$ cat src/rtl/xif_offload_tracker.sv
// X-IF offload tracker: sits between the core-side and coprocessor-side X-IF.
// Keeps a per-ID scoreboard of in-flight offloads, caps the number of
// outstanding instructions, buffers committed results in a small FIFO, drops
// results for killed/unknown IDs and flags coprocessor stalls with a watchdog.
module xif_offload_tracker #(
  parameter int ID_WIDTH        = 4,
  parameter int NUM_OUTSTANDING = 2,
  parameter int RESULT_DEPTH    = 2,
  parameter int DATA_WIDTH      = 32,
  parameter int TIMEOUT_CYCLES  = 1024
) (
  input  logic                                   clk_i,
  input  logic                                   rst_i,
  input  logic                                   c_issue_valid_i,
  output logic                                   c_issue_ready_o,
  input  logic [ID_WIDTH-1:0]                    c_issue_id_i,
  output logic                                   c_issue_accept_o,
  output logic                                   c_issue_writeback_o,
  output logic                                   x_issue_valid_o,
  input  logic                                   x_issue_ready_i,
  output logic [ID_WIDTH-1:0]                    x_issue_id_o,
  input  logic                                   x_issue_accept_i,
  input  logic                                   x_issue_writeback_i,
  input  logic                                   c_commit_valid_i,
  input  logic [ID_WIDTH-1:0]                    c_commit_id_i,
  input  logic                                   c_commit_kill_i,
  output logic                                   x_commit_valid_o,
  output logic [ID_WIDTH-1:0]                    x_commit_id_o,
  output logic                                   x_commit_kill_o,
  input  logic                                   x_result_valid_i,
  output logic                                   x_result_ready_o,
  input  logic [ID_WIDTH-1:0]                    x_result_id_i,
  input  logic [DATA_WIDTH-1:0]                  x_result_data_i,
  input  logic [4:0]                             x_result_rd_i,
  input  logic                                   x_result_we_i,
  output logic                                   c_result_valid_o,
  input  logic                                   c_result_ready_i,
  output logic [ID_WIDTH-1:0]                    c_result_id_o,
  output logic [DATA_WIDTH-1:0]                  c_result_data_o,
  output logic [4:0]                             c_result_rd_o,
  output logic                                   c_result_we_o,
  output logic [$clog2(NUM_OUTSTANDING+1)-1:0]   outstanding_o,
  output logic                                   stray_result_o,
  output logic                                   timeout_o
);

  localparam int NUM_IDS = 2 ** ID_WIDTH;
  localparam int OW      = $clog2(NUM_OUTSTANDING + 1);
  localparam int PW      = (RESULT_DEPTH > 1) ? $clog2(RESULT_DEPTH) : 1;
  localparam int CW      = $clog2(RESULT_DEPTH + 1);

  typedef enum logic [1:0] {
    FREE      = 2'd0,
    ISSUED    = 2'd1,
    COMMITTED = 2'd2
  } entry_t;

  entry_t entry_q [NUM_IDS];
  entry_t entry_d [NUM_IDS];
  entry_t res_state;

  logic [OW-1:0] out_next;
  logic          issue_blocked;
  logic          issue_fire;
  logic          commit_fire;
  logic          res_hs;
  logic          res_push;
  logic          res_drop;
  logic          fifo_pop;
  logic          fifo_full;

  logic [ID_WIDTH-1:0]   fifo_id   [RESULT_DEPTH];
  logic [DATA_WIDTH-1:0] fifo_data [RESULT_DEPTH];
  logic [4:0]            fifo_rd   [RESULT_DEPTH];
  logic                  fifo_we   [RESULT_DEPTH];
  logic [PW-1:0]         wr_ptr;
  logic [PW-1:0]         rd_ptr;
  logic [CW-1:0]         fifo_cnt;
  logic [CW-1:0]         fifo_cnt_next;

  // Straight pass-through of accept/writeback, issue ID and the commit interface.
  assign c_issue_accept_o    = x_issue_accept_i;
  assign c_issue_writeback_o = x_issue_writeback_i;
  assign x_issue_id_o        = c_issue_id_i;
  assign x_commit_valid_o    = c_commit_valid_i;
  assign x_commit_id_o       = c_commit_id_i;
  assign x_commit_kill_o     = c_commit_kill_i;

  // Head of the result FIFO drives the core-side payload.
  assign c_result_id_o   = fifo_id[rd_ptr];
  assign c_result_data_o = fifo_data[rd_ptr];
  assign c_result_rd_o   = fifo_rd[rd_ptr];
  assign c_result_we_o   = fifo_we[rd_ptr];

  assign fifo_full = (fifo_cnt == CW'(RESULT_DEPTH));
  assign fifo_pop  = c_result_valid_o && c_result_ready_i;
  assign res_state = entry_q[x_result_id_i];

  // Issue gate: hold the core off when the tracker is full or the ID is busy.
  always_comb begin
    issue_blocked = (outstanding_o == OW'(NUM_OUTSTANDING)) || (entry_q[c_issue_id_i] != FREE);
    if (issue_blocked) begin
      x_issue_valid_o = 1'b0;
      c_issue_ready_o = 1'b0;
    end else begin
      x_issue_valid_o = c_issue_valid_i;
      c_issue_ready_o = x_issue_ready_i;
    end
    issue_fire  = x_issue_valid_o && x_issue_ready_i && x_issue_accept_i;
    commit_fire = c_commit_valid_i;
  end

  // Result acceptance depends on the registered state of the result's ID.
  always_comb begin
    case (res_state)
      COMMITTED: x_result_ready_o = !fifo_full;
      ISSUED:    x_result_ready_o = 1'b0;
      default:   x_result_ready_o = 1'b1;
    endcase
    res_hs   = x_result_valid_i && x_result_ready_o;
    res_push = res_hs && (res_state == COMMITTED);
    res_drop = res_hs && (res_state == FREE);
  end

  // Next scoreboard state; each transition is keyed on the entry's current state.
  always_comb begin
    out_next = '0;
    for (int i = 0; i < NUM_IDS; i++) begin
      case (entry_q[i])
        FREE: begin
          if (issue_fire && (c_issue_id_i == ID_WIDTH'(i))) entry_d[i] = ISSUED;
          else entry_d[i] = FREE;
        end
        ISSUED: begin
          if (commit_fire && (c_commit_id_i == ID_WIDTH'(i)))
            entry_d[i] = c_commit_kill_i ? FREE : COMMITTED;
          else entry_d[i] = ISSUED;
        end
        COMMITTED: begin
          if (res_push && (x_result_id_i == ID_WIDTH'(i))) entry_d[i] = FREE;
          else entry_d[i] = COMMITTED;
        end
        default: entry_d[i] = FREE;
      endcase
      if (entry_d[i] != FREE) out_next = out_next + OW'(1);
      else out_next = out_next;
    end
  end

  // Scoreboard state, outstanding count and stray-result pulse registers.
  always_ff @(posedge clk_i) begin
    if (rst_i) begin
      for (int i = 0; i < NUM_IDS; i++) entry_q[i] <= FREE;
      outstanding_o  <= '0;
      stray_result_o <= 1'b0;
    end else begin
      for (int i = 0; i < NUM_IDS; i++) entry_q[i] <= entry_d[i];
      outstanding_o  <= out_next;
      stray_result_o <= res_drop;
    end
  end

  // FIFO occupancy after this cycle's push/pop.
  always_comb begin
    case ({res_push, fifo_pop})
      2'b10:   fifo_cnt_next = fifo_cnt + CW'(1);
      2'b01:   fifo_cnt_next = fifo_cnt - CW'(1);
      default: fifo_cnt_next = fifo_cnt;
    endcase
  end

  // Result FIFO storage, pointers and registered valid flag.
  always_ff @(posedge clk_i) begin
    if (rst_i) begin
      for (int i = 0; i < RESULT_DEPTH; i++) begin
        fifo_id[i]   <= '0;
        fifo_data[i] <= '0;
        fifo_rd[i]   <= '0;
        fifo_we[i]   <= 1'b0;
      end
      wr_ptr           <= '0;
      rd_ptr           <= '0;
      fifo_cnt         <= '0;
      c_result_valid_o <= 1'b0;
    end else begin
      if (res_push) begin
        fifo_id[wr_ptr]   <= x_result_id_i;
        fifo_data[wr_ptr] <= x_result_data_i;
        fifo_rd[wr_ptr]   <= x_result_rd_i;
        fifo_we[wr_ptr]   <= x_result_we_i;
        wr_ptr <= (wr_ptr == PW'(RESULT_DEPTH - 1)) ? '0 : wr_ptr + PW'(1);
      end
      if (fifo_pop) begin
        rd_ptr <= (rd_ptr == PW'(RESULT_DEPTH - 1)) ? '0 : rd_ptr + PW'(1);
      end
      fifo_cnt         <= fifo_cnt_next;
      c_result_valid_o <= (fifo_cnt_next != '0);
    end
  end

  generate
    if (TIMEOUT_CYCLES > 0) begin : g_wd
      localparam int TW = (TIMEOUT_CYCLES > 1) ? $clog2(TIMEOUT_CYCLES) : 1;
      logic [TW-1:0] wd_cnt;

      // Watchdog: counts stalled cycles while work is outstanding, pulses and restarts.
      always_ff @(posedge clk_i) begin
        if (rst_i) begin
          wd_cnt    <= '0;
          timeout_o <= 1'b0;
        end else if ((outstanding_o == '0) || res_hs) begin
          wd_cnt    <= '0;
          timeout_o <= 1'b0;
        end else if (wd_cnt == TW'(TIMEOUT_CYCLES - 1)) begin
          wd_cnt    <= '0;
          timeout_o <= 1'b1;
        end else begin
          wd_cnt    <= wd_cnt + TW'(1);
          timeout_o <= 1'b0;
        end
      end
    end else begin : g_no_wd
      // Watchdog disabled: timeout never fires.
      always_ff @(posedge clk_i) begin
        timeout_o <= 1'b0;
      end
    end
  endgenerate

endmodule

$ cat config.mk
export PLATFORM = sky130hd
export DESIGN_NAME = xif_offload_tracker
export DESIGN_NICKNAME = d
export VERILOG_FILES = /design/src/rtl/xif_offload_tracker.sv
export SDC_FILE = /design/constraint.sdc
export NUM_CORES = 1
export LEC_CHECK = 0
export ABC_AREA = 0
export BUFFER_PORTS_ARGS = -buffer_cell sky130_fd_sc_hd__buf_2
export CORE_UTILIZATION = 40
export DETAILED_ROUTE_END_ITERATION = 10
export HOLD_SLACK_MARGIN = 0.02
export PLACE_DENSITY = 0.67
export SETUP_SLACK_MARGIN = 0.2
export SLEW_MARGIN = 5
export SYNTH_ARGS = -nofsm -noshare
export SYNTH_HDL_FRONTEND = slang
export SYNTH_SLANG_ARGS = --single-unit
$ cat constraint.sdc
create_clock -name clk_i -period 5.7 [get_ports clk_i]
set_clock_uncertainty 0.15 [all_clocks]
set_input_delay 0.285 -clock clk_i [delete_from_list [all_inputs] [get_ports clk_i]]
set_output_delay 0.285 -clock clk_i [all_outputs]
set_load 0.01 [all_outputs]
==> results of run 1 <==
-- worst paths after layout --
check | slack, ns | endpoint | start | cells past startpoint
setup reg to reg | 0.50 | outstanding_o[1]$_SDFF_PP0_ | entry_q[8][1]$_SDFF_PP0_ | 21
hold / removal | 0.04 | fifo_data[0][29]$_SDFFCE_PN0P_ | x_result_data_i[29] | 2
setup / recovery | 0.50 | outstanding_o[1]$_SDFF_PP0_ | entry_q[8][1]$_SDFF_PP0_ | 21
hold reg to reg | 0.31 | g_wd.wd_cnt[0]$_SDFF_PP0_ | g_wd.wd_cnt[0]$_SDFF_PP0_ | 1
-- cell families after synthesis --
family                     count (synthesis)  synth area share
AOI/OAI and AO/OA                         91            0.0902
and+or+nand+nor                          298             0.229
adders and majority gates                  8            0.0131
buffers and inverters                     51            0.0361
muxes                                     58             0.106
DFF                                      136             0.486
xor gates and xnor gates                  28            0.0402
-- sequential cells by signal, indices dropped and copies added, names as in the netlist, 2 cells and up, named ones only --
register and count:
entry_q 32, fifo_we 2, outstanding_o 2, fifo_rd 10, g_wd.wd_cnt 10, fifo_id 8
fifo_data 64, fifo_cnt 2
-- power groups by stage --
stage / combinational, mW / clock (mW) / sequential (mW)
floorplan: 0.0987 / 0 / 1.09
CTS: 0.183 / 1.10 / 1.07
global placement: 0.161 / 0 / 1.09
detailed placement: 0.163 / 0 / 1.09
finish: 0.185 / 1.08 / 1.07
global route: 0.201 / 1.14 / 1.07
-- through the flow --
stage	hold WS, ns	instances	TNS [ns]	cell area (um2)	util
2_1_floorplan	0.276	670	0	7340	-
3_3_place_gp	0.292	987	0	8090	0.450
3_5_place_dp	0.302	987	-0.0390	8090	0.450
4_1_cts	0.0225	1055	0	9020	0.502
5_1_grt	0.0426	1055	0	9050	0.504
6_report	0.0390	1055	0	9050	0.504
-- layout make-up --
| cell class | count | area, um2 | share of cell area |
|---|---|---|---|
| tap | 229 | 287 | 0.0316 |
| clock inverter | 13 | 140 | 0.0155 |
| inverter | 10 | 37.5 | 0.00415 |
| timing repair buffer | 165 | 1030 | 0.114 |
| clock buffer | 19 | 433 | 0.0478 |
| multi-input combinational | 483 | 3560 | 0.393 |
| sequential | 136 | 3560 | 0.394 |
-- cells in the final DEF, fill, tap and decap left out, types with 3 or more instances in the layout --
| cell type | Yosys | routed |
|---|---|---|
| nor4_1 | 7 | 7 |
| inv_1 | 10 | 10 |
| buf_4 | 13 | 10 |
| a21oi_1 | 25 | 25 |
| nand2b_1 | 3 | 3 |
| nand3b_1 | 3 | 3 |
| buf_2 | 2 | 119 |
| nor3b_1 | 6 | 5 |
| xnor3_2 | 1 | 3 |
| nor2b_1 | 10 | 10 |
| mux2i_1 | 5 | 5 |
| o21ai_0 | 9 | 9 |
| mux2_2 | 42 | 42 |
| and2_1 | 90 | 90 |
| nand4_1 | 3 | 3 |
| nand2_1 | 23 | 23 |
| and3_1 | 22 | 21 |
| ha_1 | 6 | 5 |
| xnor2_1 | 15 | 15 |
| nor2_1 | 74 | 74 |
| dlygate4sd3_1 | 0 | 36 |
| dfxtp_1 | 52 | 51 |
| or2_2 | 6 | 6 |
| xor2_1 | 9 | 9 |
| a22oi_1 | 9 | 7 |
| nor3_1 | 12 | 10 |
| a31oi_1 | 14 | 14 |
| or3_1 | 4 | 4 |
| nand3_1 | 14 | 14 |
| mux4_2 | 9 | 10 |
| edfxtp_1 | 84 | 84 |
| inv_6 | 0 | 5 |
| clkbuf_16 | 0 | 17 |
-- metal layers --
layer  up-vias  GRT usage  part of all wire
met4         0     0.0867             0.032
met3        48     0.0530             0.090
met2       297      0.337              0.47
li1       2708          -                 -
met5         -          0                 0
met1      2735      0.249              0.41
-- repair_timing --
| action | in CTS | in global routing |
|---|---|---|
| resized for setup | 0 | 8 |
| endpoints found under the hold margin | 69 | 0 |
| endpoints found under the setup margin | 0 | 2 |
| hold buffers | 36 | 0 |
-- critical path: stages, from the launching register on --
cell and delay (ns):
dfxtp_1 0.37, mux4_2 0.50, mux4_2 0.49, inv_1 0.07, ha_1 0.23, nand3b_1 0.12
and3_4 0.21, inv_1 0.06, nor3_2 0.16, a21oi_1 0.11, a22oi_2 0.18, nand2_1 0.13
ha_4 0.27, nor3_1 0.17, o21ai_0 0.13, a21bo_2 0.25, and2_4 0.16, xnor3_2 0.43
xor2_1 0.19, maj3_2 0.33, xnor3_2 0.23, mux2i_1 0.12
==> flow_metrics.tcl, run 1 <==
set metrics [dict create \
    cts_buffers 17 \
    p_int_mw 1.79 \
    synth_area_leader_cell "edfxtp_1" \
    hold_class "input port to flip-flop" \
    remaining_drc_errors 0 \
    h-tree-depth 4 \
    clkSinkCount 136 \
    syn_nets 736 \
    io_pins 122 \
    ant_nets 0 \
    grt_max_degree 48 \
    switching_share 0.234 \
    syn_avg_cell_area_um2 11.0 \
    grt_pass1_vias 5605 \
    setup_viol 0 \
    seq_power_share 0.458 \
    wl_mm 18.6 \
    fin_ws_ns 0.505 \
    synth_area_leaders "edfxtp_1, dfxtp_1, and2_1" \
    port_buffers 119 \
    end_kind "flip-flop" \
    synth-edff-count 84 \
    cts_setup_buffers 0 \
    rsz0062_at_grt "no" \
    status "finished clean" \
    path_clk_slew_ns 0.06 \
    comb_power_share 0.079 \
    ys_warn_count 0 \
    cts_tree "done" \
    avgRoutedWirePerCell_um 17.6 \
    vias 5788 \
    die_w_um 137 \
    maxSlewHeadroom 0.299 \
    cts_max_path_buffers 2 \
    timing.final.crit_period_ns 5.20 \
    fmax_mhz 192 \
    p_leak_nw 3.72 \
    critical_path_class "flip-flop to flip-flop" \
    yosysMostFrequentCell "and2_1" \
    worst_slew_pin_slew_ns 1.05 \
    via_per_inst 5.49 \
    dpl_worst_slack_ns -0.0390 \
    netlist_area_mm2 0.00734 \
    firstDrtPassIters 6 \
    p_sw_mw 0.546 \
    synth_seq_cells 136 \
    worstSetupStartpointType "flip-flop" \
    arrival_ns 5.35 \
    synth_cells 670 \
    rows 49 \
    antenna_cells 0 \
    cp_data_required_time_ns 5.85 \
    min_period_over_period 0.911 \
    ys_top_cells_by_count "and2_1, edfxtp_1, nor2_1" \
    drive_gt1_frac 0.301 \
    antenna_found_initial 0 \
    overflow 0 \
    clockRootBuffer "clkbuf_16" \
    track_usage 0.204 \
    synth_top_area_frac 0.344 \
    synth_ff_type "edfxtp_1" \
    die_area_mm2 0.0189 \
    ys_seq_area_frac 0.486 \
    first_iter_violations 419 \
    power_frac_clock 0.463 \
    cp_max_fo 6 \
    drv_slew 0 \
    hold_violations 0 \
    area_growth_pct 23.4 \
    yosysUniqueCellTypes 82 \
    synthArstFlopShare 0 \
    power.total_mw 2.34 \
    grt_pass1_wl_mm 29.0 \
    dp_hpwl_mm 12.5 \
    p_per_area_mw_per_mm2 258 \
    max-vdd-ir-drop_v 0.000239 \
    core-area_mm2 0.0180 \
    num-fill-cells 1623 \
    clock_latency_ns 0.42 \
    dieHeight_um 137 \
    cap_viol_max_count 0 \
    layout.nets 879 \
    routabilityCongestion 0.925 \
    start_util 0.409 \
]
(Power assumes the default switching activity.)
==> run 2: changes to the inputs <==
--- a/config.mk
+++ b/config.mk
@@ -9,10 +9,11 @@
 export BUFFER_PORTS_ARGS = -buffer_cell sky130_fd_sc_hd__buf_2
 export CORE_UTILIZATION = 40
 export DETAILED_ROUTE_END_ITERATION = 10
-export HOLD_SLACK_MARGIN = 0.02
 export PLACE_DENSITY = 0.67
+export RECOVER_POWER = 100
 export SETUP_SLACK_MARGIN = 0.2
 export SLEW_MARGIN = 5
 export SYNTH_ARGS = -nofsm -noshare
 export SYNTH_HDL_FRONTEND = slang
 export SYNTH_SLANG_ARGS = --single-unit
+export TNS_END_PERCENT = 30
==> flow_metrics.tcl, run 2 (synthesized netlist as in run 1, its figures left out) <==
set metrics [dict create \
    overflow 0 \
    min_period_over_period 0.919 \
    hold_violations 0 \
    clockRootBuffer "clkbuf_16" \
    stdcell_area_mm2 0.00880 \
    clkSinkCount 136 \
    timing.rr.end "outstanding_o[1]$_SDFF_PP0_" \
    arrival_ns 5.39 \
    cts_buffers 17 \
    core-area_mm2 0.0180 \
    cp_max_fo 6 \
    cap_viol_max_count 5 \
    drv_slew 174 \
    worst_slew_pin_slew_ns 2.31 \
    power.total_mw 2.33 \
    r2r_cells 21 \
    final_common_cell "edfxtp_1" \
    max-vdd-ir-drop_v 0.000240 \
    cts_max_path_buffers 2 \
    largest-register "fifo_data" \
    crit_buf_inv 2 \
    timing.final.crit_period_ns 5.24 \
    firstDrtPassIters 5 \
    drive_gt1_frac 0.213 \
    critical_path_class "flip-flop to flip-flop" \
    reg_top3 "fifo_data: 64 flops, entry_q: 32 flops" \
    r2r_slack_ns 0.46 \
    die_w_um 137 \
    worstSetupStartpointType "flip-flop" \
    timing.critical_path.from "entry_q[11][1]$_SDFF_PP0_" \
    antenna_found_initial 0 \
    remaining_drc_errors 0 \
    die_area_mm2 0.0189 \
    whs_ns 0.0148 \
    cp_data_required_time_ns 5.85 \
    cp_slowest_cell "mux4_2" \
    io_pins 122 \
    avgRoutedWirePerCell_um 17.6 \
    place_area_mm2 0.00809 \
    grt_pass1_vias 5514 \
    p_leak_nw 3.41 \
    area_growth_pct 19.9 \
    cp.depth 21 \
    fmax_mhz 191 \
    rows 49 \
    antenna_cells 0 \
    via_per_inst 5.48 \
    hold_class "input port to flip-flop" \
    port_buffers 119 \
    crit_path_max_incr_delay_ns 0.51 \
    utilization 0.490 \
    worstSetupEndpoint "outstanding_o[1]$_SDFF_PP0_" \
    p_per_area_mw_per_mm2 265 \
    wl_mm 18.4 \
    grt_pass1_wl_mm 28.7 \
    grt_max_degree 48 \
    dieHeight_um 137 \
    dp_hpwl_mm 12.5 \
    ant_nets 0 \
    status "finished with violations" \
    mostFrequentLayoutCells "edfxtp_1, nor2_1, clkbuf_1" \
    path_clk_slew_ns 0.06 \
    end_kind "flip-flop" \
    rsz0062_at_grt "no" \
    violations "capacitance limit, slew limit" \
    cts_tree "done" \
    maxSlewHeadroom -0.541 \
    setup_viol 0 \
    h-tree-depth 4 \
    layout.nets 869 \
    r2r-start "entry_q[11][1]$_SDFF_PP0_" \
    vias 5727 \
    largest_reg_flops 64 \
    first_iter_violations 366 \
    routabilityCongestion 0.925 \
    crit_chain "mux4_2, mux4_2, inv_1, ha_1, nand3b_1, and3_1, inv_1, nor3_2, a21oi_1, a22oi_2, nand2_1, ha_4, nor3_1, o21ai_0, a21bo_2, and2_4, xnor3_2, xor2_1, maj3_2, xnor3_2, mux2i_1" \
    num-fill-cells 1666 \
    start_util 0.409 \
    critical-path-top-delay-family "multiplexers" \
    track_usage 0.202 \
    clock_latency_ns 0.42 \
]
==> run 2: changes by cell type in the layout (fill, tap and decap cells not counted), sizes merged <==
cell,delta
dlygate4sd3,-10
buf,-64
clkbuf,+64
==> run 2: worst register-to-register path, delay by kind of cell, from the launching register on <==
kind            cells  cell delay (ns)
flops               1             0.36
buf+inv             2             0.16
xor+xnor            3             0.86
compound gates      4             0.68
mux                 3             1.12
fa+ha+maj           3             0.83
simple gates        6             0.95
==> run 2: where the power goes <==
part	internal [mW]	total [mW]	switching, mW
sequential	1.06	1.07	0.00662
clock	0.647	1.08	0.437
combinational	0.0701	0.172	0.102
total	1.78	2.33	0.546
==> run 2: repair_timing <==
item | in CTS | in global routing
resized for setup | 0 | 8
hold buffers | 25 | 1
endpoints found under the hold margin | 37 | 1
setup buffers | 0 | 0
endpoints found under the setup margin | 0 | 2
==> run 2: worst min-delay path by stage <==
stage / from / endpoint / slack, ns / depth (start not counted)
after CTS: x_result_data_i[2] / fifo_data[0][2]$_SDFFCE_PN0P_ / 0.00005 / 2
after floorplan: g_wd.wd_cnt[0]$_SDFF_PP0_ / g_wd.wd_cnt[0]$_SDFF_PP0_ / 0.28 / 1
after global placement: g_wd.wd_cnt[0]$_SDFF_PP0_ / g_wd.wd_cnt[0]$_SDFF_PP0_ / 0.29 / 1
final: x_result_data_i[11] / fifo_data[1][11]$_SDFFCE_PN0P_ / 0.01 / 2
after global routing: x_result_data_i[26] / fifo_data[1][26]$_SDFFCE_PN0P_ / 0.002 / 2
after detailed placement: g_wd.wd_cnt[0]$_SDFF_PP0_ / g_wd.wd_cnt[0]$_SDFF_PP0_ / 0.30 / 1
==> run 2: cell type report <==
| class | count | area, um2 | share of cell area |
|---|---|---|---|
| Clock inverter | 13 | 140 | 0.0159 |
| Timing Repair Buffer | 155 | 836 | 0.0950 |
| Clock buffer | 19 | 433 | 0.0492 |
| Sequential cell | 136 | 3560 | 0.405 |
| Multi-Input combinational cell | 483 | 3500 | 0.398 |
| Tap cell | 229 | 287 | 0.0326 |
| Inverter | 10 | 37.5 | 0.00427 |
==> run 2: metal layers <==
metal,routed length [um],up-vias,global-route usage
li1,-,2687,-
met3,1680,50,0.0515
met4,561,0,0.0836
met5,0,-,0
met2,8570,294,0.330
met1,7600,2696,0.252
==> run 2: through the flow <==
step,setup WS (ns),instances,TNS (ns)
6_report,0.460,1045,0
3_3_place_gp,0.142,987,0
4_1_cts,0.288,1044,0
2_1_floorplan,0.293,670,0
3_5_place_dp,-0.0390,987,-0.0390
5_1_grt,0.148,1045,0
